[src/rtl/qam_tx_frame_ctrl.sv]
// qam_tx_frame_ctrl
// Frame sequencer for the QAM16 transmit chain. Every frame is a fixed
// alternating 3/C preamble, then payload nibbles pulled from upstream, then
// zero symbols that drain the RRC filters. One symbol is issued per SPS
// clock cycles, and the phase count drives the upsampler.
//
// Ports:
//   clk, reset        system clock, synchronous active-high reset
//   start, frame_len  frame request (honoured only when idle) and payload length
//   in_data/in_valid  upstream payload nibble and its valid flag
//   in_ready          upstream transfer happens this cycle
//   sym_data          symbol to the mapper, held for the whole symbol period
//   sym_strobe        one-cycle pulse at phase 0 of every symbol period
//   phase             upsampler phase count, 0..SPS-1
//   tx_en, busy       frame in progress
//   done              one-cycle pulse in the first idle cycle after a frame
//   underrun          sticky flag: a payload slot had no data
module qam_tx_frame_ctrl #(
    parameter int SPS       = 4,
    parameter int PRE_LEN   = 8,
    parameter int FLUSH_LEN = 11,
    parameter int LEN_W     = 8
) (
    input  logic             clk,
    input  logic             reset,
    input  logic             start,
    input  logic [LEN_W-1:0] frame_len,
    input  logic [3:0]       in_data,
    input  logic             in_valid,
    output logic             in_ready,
    output logic [3:0]       sym_data,
    output logic             sym_strobe,
    output logic [3:0]       phase,
    output logic             tx_en,
    output logic             busy,
    output logic             done,
    output logic             underrun
);

    typedef enum logic [1:0] {IDLE, PRE, PAY, FLUSH} state_t;

    localparam int CNT_MAX = (PRE_LEN > FLUSH_LEN) ? PRE_LEN : FLUSH_LEN;
    localparam int CNT_W   = $clog2(CNT_MAX + 1);

    localparam logic [3:0]       PH_LAST    = 4'(SPS - 1);
    localparam logic [CNT_W-1:0] PRE_LAST   = CNT_W'(PRE_LEN - 1);
    localparam logic [CNT_W-1:0] FLUSH_LAST = CNT_W'(FLUSH_LEN - 1);

    state_t             state_q, state_d;
    logic [3:0]         phase_q, phase_d;
    logic [CNT_W-1:0]   sym_cnt_q, sym_cnt_d;
    logic [LEN_W-1:0]   pay_cnt_q, pay_cnt_d;
    logic [LEN_W-1:0]   len_q, len_d;
    logic [3:0]         sym_q, sym_d;
    logic               under_q, under_d;
    logic               done_q, done_d;
    logic               boundary;
    logic               take;

    // State and datapath registers; every register clears on reset so an
    // aborted frame leaves no done pulse or stale symbol behind.
    always_ff @(posedge clk) begin
        if (reset) begin
            state_q   <= IDLE;
            phase_q   <= '0;
            sym_cnt_q <= '0;
            pay_cnt_q <= '0;
            len_q     <= '0;
            sym_q     <= '0;
            under_q   <= 1'b0;
            done_q    <= 1'b0;
        end else begin
            state_q   <= state_d;
            phase_q   <= phase_d;
            sym_cnt_q <= sym_cnt_d;
            pay_cnt_q <= pay_cnt_d;
            len_q     <= len_d;
            sym_q     <= sym_d;
            under_q   <= under_d;
            done_q    <= done_d;
        end
    end

    // Next-state logic. All state and symbol changes happen on the edge that
    // leaves phase SPS-1, so a new symbol always appears together with phase 0.
    // 'take' marks the cycle that precedes a payload period: that is the only
    // cycle in which upstream is offered a transfer.
    always_comb begin
        state_d   = state_q;
        phase_d   = phase_q;
        sym_cnt_d = sym_cnt_q;
        pay_cnt_d = pay_cnt_q;
        len_d     = len_q;
        sym_d     = sym_q;
        under_d   = under_q;
        done_d    = 1'b0;
        take      = 1'b0;
        in_ready  = 1'b0;
        boundary  = (phase_q == PH_LAST);

        if (state_q != IDLE) begin
            phase_d = boundary ? 4'd0 : phase_q + 4'd1;
        end

        case (state_q)
            IDLE: begin
                phase_d = 4'd0;
                if (start) begin
                    state_d   = PRE;
                    sym_cnt_d = '0;
                    pay_cnt_d = '0;
                    len_d     = frame_len;
                    under_d   = 1'b0;
                    sym_d     = 4'h3;
                end
            end
            PRE: begin
                if (boundary) begin
                    if (sym_cnt_q == PRE_LAST) begin
                        if (len_q != '0) begin
                            state_d   = PAY;
                            pay_cnt_d = '0;
                            take      = 1'b1;
                        end else begin
                            state_d   = FLUSH;
                            sym_cnt_d = '0;
                            sym_d     = 4'h0;
                        end
                    end else begin
                        // Current index even means the next one is odd (4'hC).
                        sym_cnt_d = sym_cnt_q + 1'b1;
                        sym_d     = sym_cnt_q[0] ? 4'h3 : 4'hC;
                    end
                end
            end
            PAY: begin
                if (boundary) begin
                    if (pay_cnt_q == len_q - LEN_W'(1)) begin
                        state_d   = FLUSH;
                        sym_cnt_d = '0;
                        sym_d     = 4'h0;
                    end else begin
                        pay_cnt_d = pay_cnt_q + LEN_W'(1);
                        take      = 1'b1;
                    end
                end
            end
            FLUSH: begin
                if (boundary) begin
                    if (sym_cnt_q == FLUSH_LAST) begin
                        state_d = IDLE;
                        phase_d = 4'd0;
                        done_d  = 1'b1;
                        sym_d   = 4'h0;
                    end else begin
                        sym_cnt_d = sym_cnt_q + 1'b1;
                    end
                end
            end
            default: state_d = IDLE;
        endcase

        // A missing upstream symbol still consumes its slot so frame timing
        // never stretches; the slot carries a zero symbol instead.
        if (take) begin
            in_ready = 1'b1;
            sym_d    = in_valid ? in_data : 4'h0;
            if (!in_valid) begin
                under_d = 1'b1;
            end
        end
    end

    assign sym_data   = sym_q;
    assign phase      = phase_q;
    assign busy       = (state_q != IDLE);
    assign tx_en      = busy;
    assign sym_strobe = busy && (phase_q == 4'd0);
    assign done       = done_q;
    assign underrun   = under_q;

endmodule

[config.mk]
export PLATFORM = sky130hd
export DESIGN_NAME = qam_tx_frame_ctrl
export DESIGN_NICKNAME = d
export VERILOG_FILES = /design/src/rtl/qam_tx_frame_ctrl.sv
export SDC_FILE = /design/constraint.sdc
export NUM_CORES = 1
export LEC_CHECK = 0
export BUFFER_PORTS_ARGS = -buffer_cell sky130_fd_sc_hd__buf_2
export CORE_ASPECT_RATIO = 0.75
export CORE_MARGIN = 5
export CORE_UTILIZATION = 45
export CTS_BUF_LIST = sky130_fd_sc_hd__clkbuf_4 sky130_fd_sc_hd__clkbuf_8
export DETAILED_ROUTE_END_ITERATION = 8
export PLACE_DENSITY = 0.65
export SLEW_MARGIN = 40
export SYNTH_ARGS = -nofsm -noshare
export SYNTH_HDL_FRONTEND = slang
export SYNTH_SLANG_ARGS = --single-unit
[constraint.sdc]
create_clock -name clk -period 2.8 [get_ports clk]
set_input_delay 0.56 -clock clk [delete_from_list [all_inputs] [get_ports clk]]
set_output_delay 0.56 -clock clk [all_outputs]
set_load 0.01 [all_outputs]
# [Yosys cells after proc, flatten, opt, wreduce, memory -nomap -nowiden]
# Cells that the tools add are included.
[word_totals] reg_bits=32 latch_bits=0 ram_bits=0 mem_bits_ro=0 input_bits=16 output_inout_bits=14 wordCells=102 mem_count=0
[classes] addsub=4 multipliers=0 div_mod_pow=0 n_lt_le_gt_ge=0 n_eq_ne=25 shifts=0 muxes=51 n_bitwise=2 reduce_logical=12
[ops] cell="two-way mux 4 bit" n=20
[ops] cell="two-way mux 8 bit" n=6
[ops] cell="case mux 4 bit (4 select lines)" n=2
[ops] cell="AND reduction 7 bit" n=4
[ops] cell="case mux 8 bit (3 select lines)" n=1
[ops] cell="!= test 3 bit (second input constant)" n=7
[ops] cell="!= test 2 bit (second input constant)" n=10
[ops] cell="two-way mux 2 bit" n=7
[ops] cell="two-way mux 1 bit" n=12
[ops] cell="adder 4 x 1 -> 4 bit (second input constant)" n=2
[ops] cell="adder 8 x 1 -> 8 bit (second input constant)" n=1
[ops] cell="== test 8 bit" n=1
[ops] cell="case mux 2 bit (4 select lines)" n=1
[ops] cell="case mux 4 bit (2 select lines)" n=1
[ops] cell="nonzero test 8 bit" n=1
[ops] cell="subtractor 8 x 1 -> 8 bit (second input constant)" n=1
[ops] cell="== test 2 bit (second input constant)" n=2
[ops] cell="== test 4 x 2 -> 1 bit (second input constant)" n=1
[ops] cell="== test 4 x 3 -> 1 bit (second input constant)" n=1
[ops] cell="== test 4 bit (second input constant)" n=1
[ops] cell="logical NOT 4 bit" n=1
[ops] cell="!= test 4 bit (second input constant)" n=1
[ops] cell="nonzero test 3 bit" n=1
[ops] cell="OR reduction 3 bit" n=1
[ops] cell="7 further kinds" n=8

# [Depth between registers and ports, before layout]
[depth] word_depth=7 ltp_mapped=10 depth_no_buf=9

# [Least setup slack after synthesis]
# OpenSTA, ideal clock, no wires.
[synth_timing] path_type="register to register" startpoint="reg len_q[0]" endpoint="reg sym_q[3], in the netlist sym_data[3]" setup_time_ns=0.074 arrival_ns=2.474 t_required_ns=2.726 slack_ns=0.252 path_stages_with_launch=10 path_buffers=0 period_less_slack_ns=2.548 path_cell_list="dfxtp_1 > inv_1 > ha_1 > and2_1 > o21a_1 > o31a_1 > a211oi_4 > a21oi_2 > or4_1 > a31oi_1"
[synth_between] elab_chain_len=7 elab_cells_between_ends=18 classes_between="add/sub (1); eq/ne (8); mux (7); reduce/logical (2)"
[synth_lines] item="start: declaration" line_no="53" rtl="logic [LEN_W-1:0] len_q, len_d;"
[synth_lines] item="start signal: assignment" line_no="77" rtl="len_q <= len_d;"
[synth_lines] item="subtractor 8 x 1 -> 8 bit or nonzero test 8 bit (tied branches)" line_no="138, 120"
[synth_lines] item="== test 8 bit or two-way mux 1 bit (tied branches)" line_no="138, 120"
[synth_lines] item="two-way mux 1 bit, on equally long branches" line_no="138, 119"
[synth_lines] item="two-way mux 1 bit, on equally long branches" line_no="137, 118"
[synth_lines] item="case mux 1 bit (2 select lines)" line_no="105" rtl="case (state_q)"
[synth_lines] item="!= test 4 bit (no source line) or != test 3 bit (tied branches)"
[synth_lines] item="AND reduction 7 bit (no source line)"
[synth_lines] item="end signal: assignment" line_no="78" rtl="sym_q <= sym_d;"
[synth_lines] item="end: declaration" line_no="54" rtl="logic [3:0] sym_q, sym_d;"
# Parallel ways exist; a longest one is shown, timed or not.
# A chain may end at the register's enable or synchronous reset.

# [Worst setup path in the final report]
[layout_timing] startpoint="reg len_q[3]" endpoint="out in_ready"
[layout_between] elab_chain_len=6 elab_cells_between_ends=10 classes_between="add/sub (1); eq/ne (1); mux (7); reduce/logical (1)"
[layout_lines] item="subtractor 8 x 1 -> 8 bit or nonzero test 8 bit (tied branches)" line_no="138, 120"
[layout_lines] item="== test 8 bit or two-way mux 1 bit (tied branches)" line_no="138, 120"
[layout_lines] item="two-way mux 1 bit, on equally long branches" line_no="138, 119"
[layout_lines] item="two-way mux 1 bit, on equally long branches" line_no="137, 118"
[layout_lines] item="case mux 1 bit (2 select lines) (*)" line_no="105"
[layout_lines] item="two-way mux 1 bit (*)" line_no="165" rtl="if (take) begin"
[layout_lines] item="end: declaration" line_no="30" rtl="output logic in_ready,"
# Every way passes the cells marked *; elsewhere a longest branch is shown, timed or not.

==> metrics.cfg <==
[run_status]
status = finished, final reports clean

[drt]
wl_per_cell_um = 13.41
drc = 0
firstDrtPassIters = 4
via_per_inst = 5.266
ant_nets = 0
num_vias = 1838
drt_first_iter_violations = 122
finalWirelength_um = 4681

[finish]
layout-drive-gt1-share = 0.2192
syn2layout_area_growth_pct = 18.89
postLayoutCellArea_um2 = 2394
antennaDiodeCount = 0
final_nets = 318

[critical_path]
critPathSlowestCell = or4_4
crit_path_start_kind = flop
r2r_start = len_q[3]
endpoint_kind = output port
critPathKind = reg -> out
path_max_fanout = 6
startpoint = len_q[3]
cpPeakStageDelay_ps = 520
cp.required_ps = 2240
worstPathArrival_ps = 2170
crit_path_cell_trace = nor3_2, nand2_1, or4_4, a211oi_4, a21oi_4, buf_2

[grt]
grt_usage = 0.1675
antenna_found_initial = 0
grt_pass1_wl_um = 7762
grt_max_degree = 26
grt-ovfl-total = 0
grt_pass1_vias = 1625

[clocking]
clock_sinks = 32
cts-root-buf = clkbuf_8
clockBufferDepth = 2
htree_levels = 2
cts_made_buffers = 5
clk_pin_slew_ps = 80
clk_latency_ps = 290
tritoncts = done

[synth]
syn_nets = 282
avgSynthCellArea_um2 = 7.895
async_flop_share = 0
ys_types = 52
synthCells = 255
seq_area_frac_synth = 0.3182
ys.flop_type = dfxtp_1
ys_warn_count = 0
synth_seq_cells = 32
mappedNetlistArea_um2 = 2013
synth_edf_count = 0

[pwr]
ir_drop_mv = 0.4051
power_density_nw_per_um2 = 834.8
power_leakage_nw = 0.9772
power_mw = 1.998

[sta]
worst_slew_pin_slew_ps = 562.5
slew_viol_final = 0
period_minus_slack_ps = 2734
fin_worst_skew_ps = 12.35
finalCritPeriodShare = 0.9763
hold_viol = 0
fmax_mhz = 365.8
setup_violations = 0
relSlewSlack = 0.6250

[hold_path]
worstHoldStart = len_q[1]
worstHoldPathType = reg -> reg

[placement]
port_buffers = 29
gp_congestion = 0.8415
dp_hpwl_um = 3596
placed_area_um2 = 2245

[die]
die_x_um = 87.24
core-area_um2 = 4388
die_y_um = 67.93
ios = 30
initial_utilization = 0.4588
die_area_um2 = 5925
row_count = 21

[flow_run]
maxCapViolCount = 0

registers in the layout, indices dropped and copies added, names as in the netlist:
| name | flops |
|---|---|
| done | 1 |
| state_q | 2 |
| phase | 4 |
| underrun | 1 |
| sym_data | 4 |
| len_q | 8 |
| pay_cnt_q | 8 |
| sym_cnt_q | 4 |
per-stage QoR:
step           std cells  hold WS (ps)  setup slack, ps  TNS (ps)  utilization
2_1_floorplan        255         461.2            251.8         0            -
3_3_place_gp         338         478.5            278.9         0       0.5115
3_5_place_dp         338         481.7            191.4         0       0.5115
4_1_cts              346         494.0            1.572         0       0.5372
5_1_grt              349         518.0           -14.57    -14.57       0.5455
6_report             349         478.7            66.38         0       0.5455
layout by cell type, fill, tap and decap left out, types with 3 or more instances in the layout:
master,instances
dfxtp_1,30
buf_2,29
nor2_1,22
nand3_1,21
inv_1,20
nand2_1,20
a21oi_1,19
ha_1,11
buf_4,11
o21ai_0,9
xor2_1,7
a211oi_1,7
nor3b_1,6
nor3_1,6
xnor2_1,5
mux2_2,5
clkbuf_8,5
nand4_1,4
a31oi_1,4
nand3b_1,3
o211ai_1,3
nand2b_1,3
worst paths after layout:
check / to / slack [ps] / cells after the start
max reg2reg: state_q[0] / 150 / 8
min reg2reg: len_q[1] / 480 / 2
min: len_q[1] / 480 / 2
max: in_ready / 70 / 6
worst max-delay path, delay by kind of cell, from the launching register on:
family | cells | cell delay, ps
simple gates | 3 | 870
compound gates | 2 | 450
flops | 1 | 400
buf+inv | 1 | 170
where the power goes:
part	switching [mW]	internal (mW)	leakage (nW)
logic	0.560	0.391	0.662
registers	0.0762	0.524	0.261
clock network	0.184	0.263	0.0541
total	0.821	1.18	0.977
layout make-up:
| type | instances | area [um^2] |
|---|---|---|
| Clock buffer | 5 | 68.82 |
| Clock inverter | 3 | 42.54 |
| Fill cell | 410 | 1994 |
| Inverter | 20 | 75.07 |
| Multi-Input combinational cell | 192 | 1262 |
| Sequential cell | 32 | 645.6 |
| Tap cell | 57 | 71.32 |
| Timing Repair Buffer | 40 | 227.7 |
logic make-up (layout without fill, tap and decap cells):
kind of cell | count (synthesis) | after routing | share of synthesized area
and+or+nand+nor | 102 | 102 | 0.2629
AOI/OAI and AO/OA | 60 | 60 | 0.2007
DFF | 32 | 32 | 0.3182
buffers and inverters | 31 | 68 | 0.05967
xor gates and xnor gates | 12 | 12 | 0.05221
adders and majority gates | 11 | 11 | 0.06836
muxes | 7 | 7 | 0.03791
repair_timing:
action,CTS,global route
setup buffers,0,3
pin swaps,1,3
endpoints found under the setup margin,1,1
resized for setup,1,4
hold buffers,0,0
cell usage after synthesis (2+ instances only):
cell      instances  area (um^2)
a211oi_1          7        52.55
a21oi_1          19        95.09
a22oi_1           2        15.01
a31oi_1           4        25.02
and2_1            3        18.77
clkbuf_1         10        37.54
dfxtp_1          32        640.6
ha_1             11        137.6
inv_1            20        75.07
mux2_2            5        56.30
mux2i_1           2        20.02
nand2_1          20        75.07
nand2b_1          3        18.77
nand3_1          21        105.1
nand3b_1          3        22.52
nand4_1           4        25.02
nor2_1           22        82.58
nor2b_1           2        12.51
nor3_1            6        30.03
nor3b_1           6        45.04
o211ai_1          3        22.52
o21ai_0           9        45.04
or4_1             2        15.01
xnor2_1           5        43.79
xor2_1            7        61.31
layer usage:
| metal | routed length (um) | global-route usage | vias to the layer above |
|---|---|---|---|
| met5 | 0 | 0 | - |
| met4 | 38 | 0.04598 | 0 |
| met3 | 321 | 0.04693 | 5 |
| met2 | 1824 | 0.2178 | 40 |
| met1 | 2496 | 0.2611 | 817 |
| li1 | - | - | 976 |
Note: power is estimated with default switching activity, not from simulation.
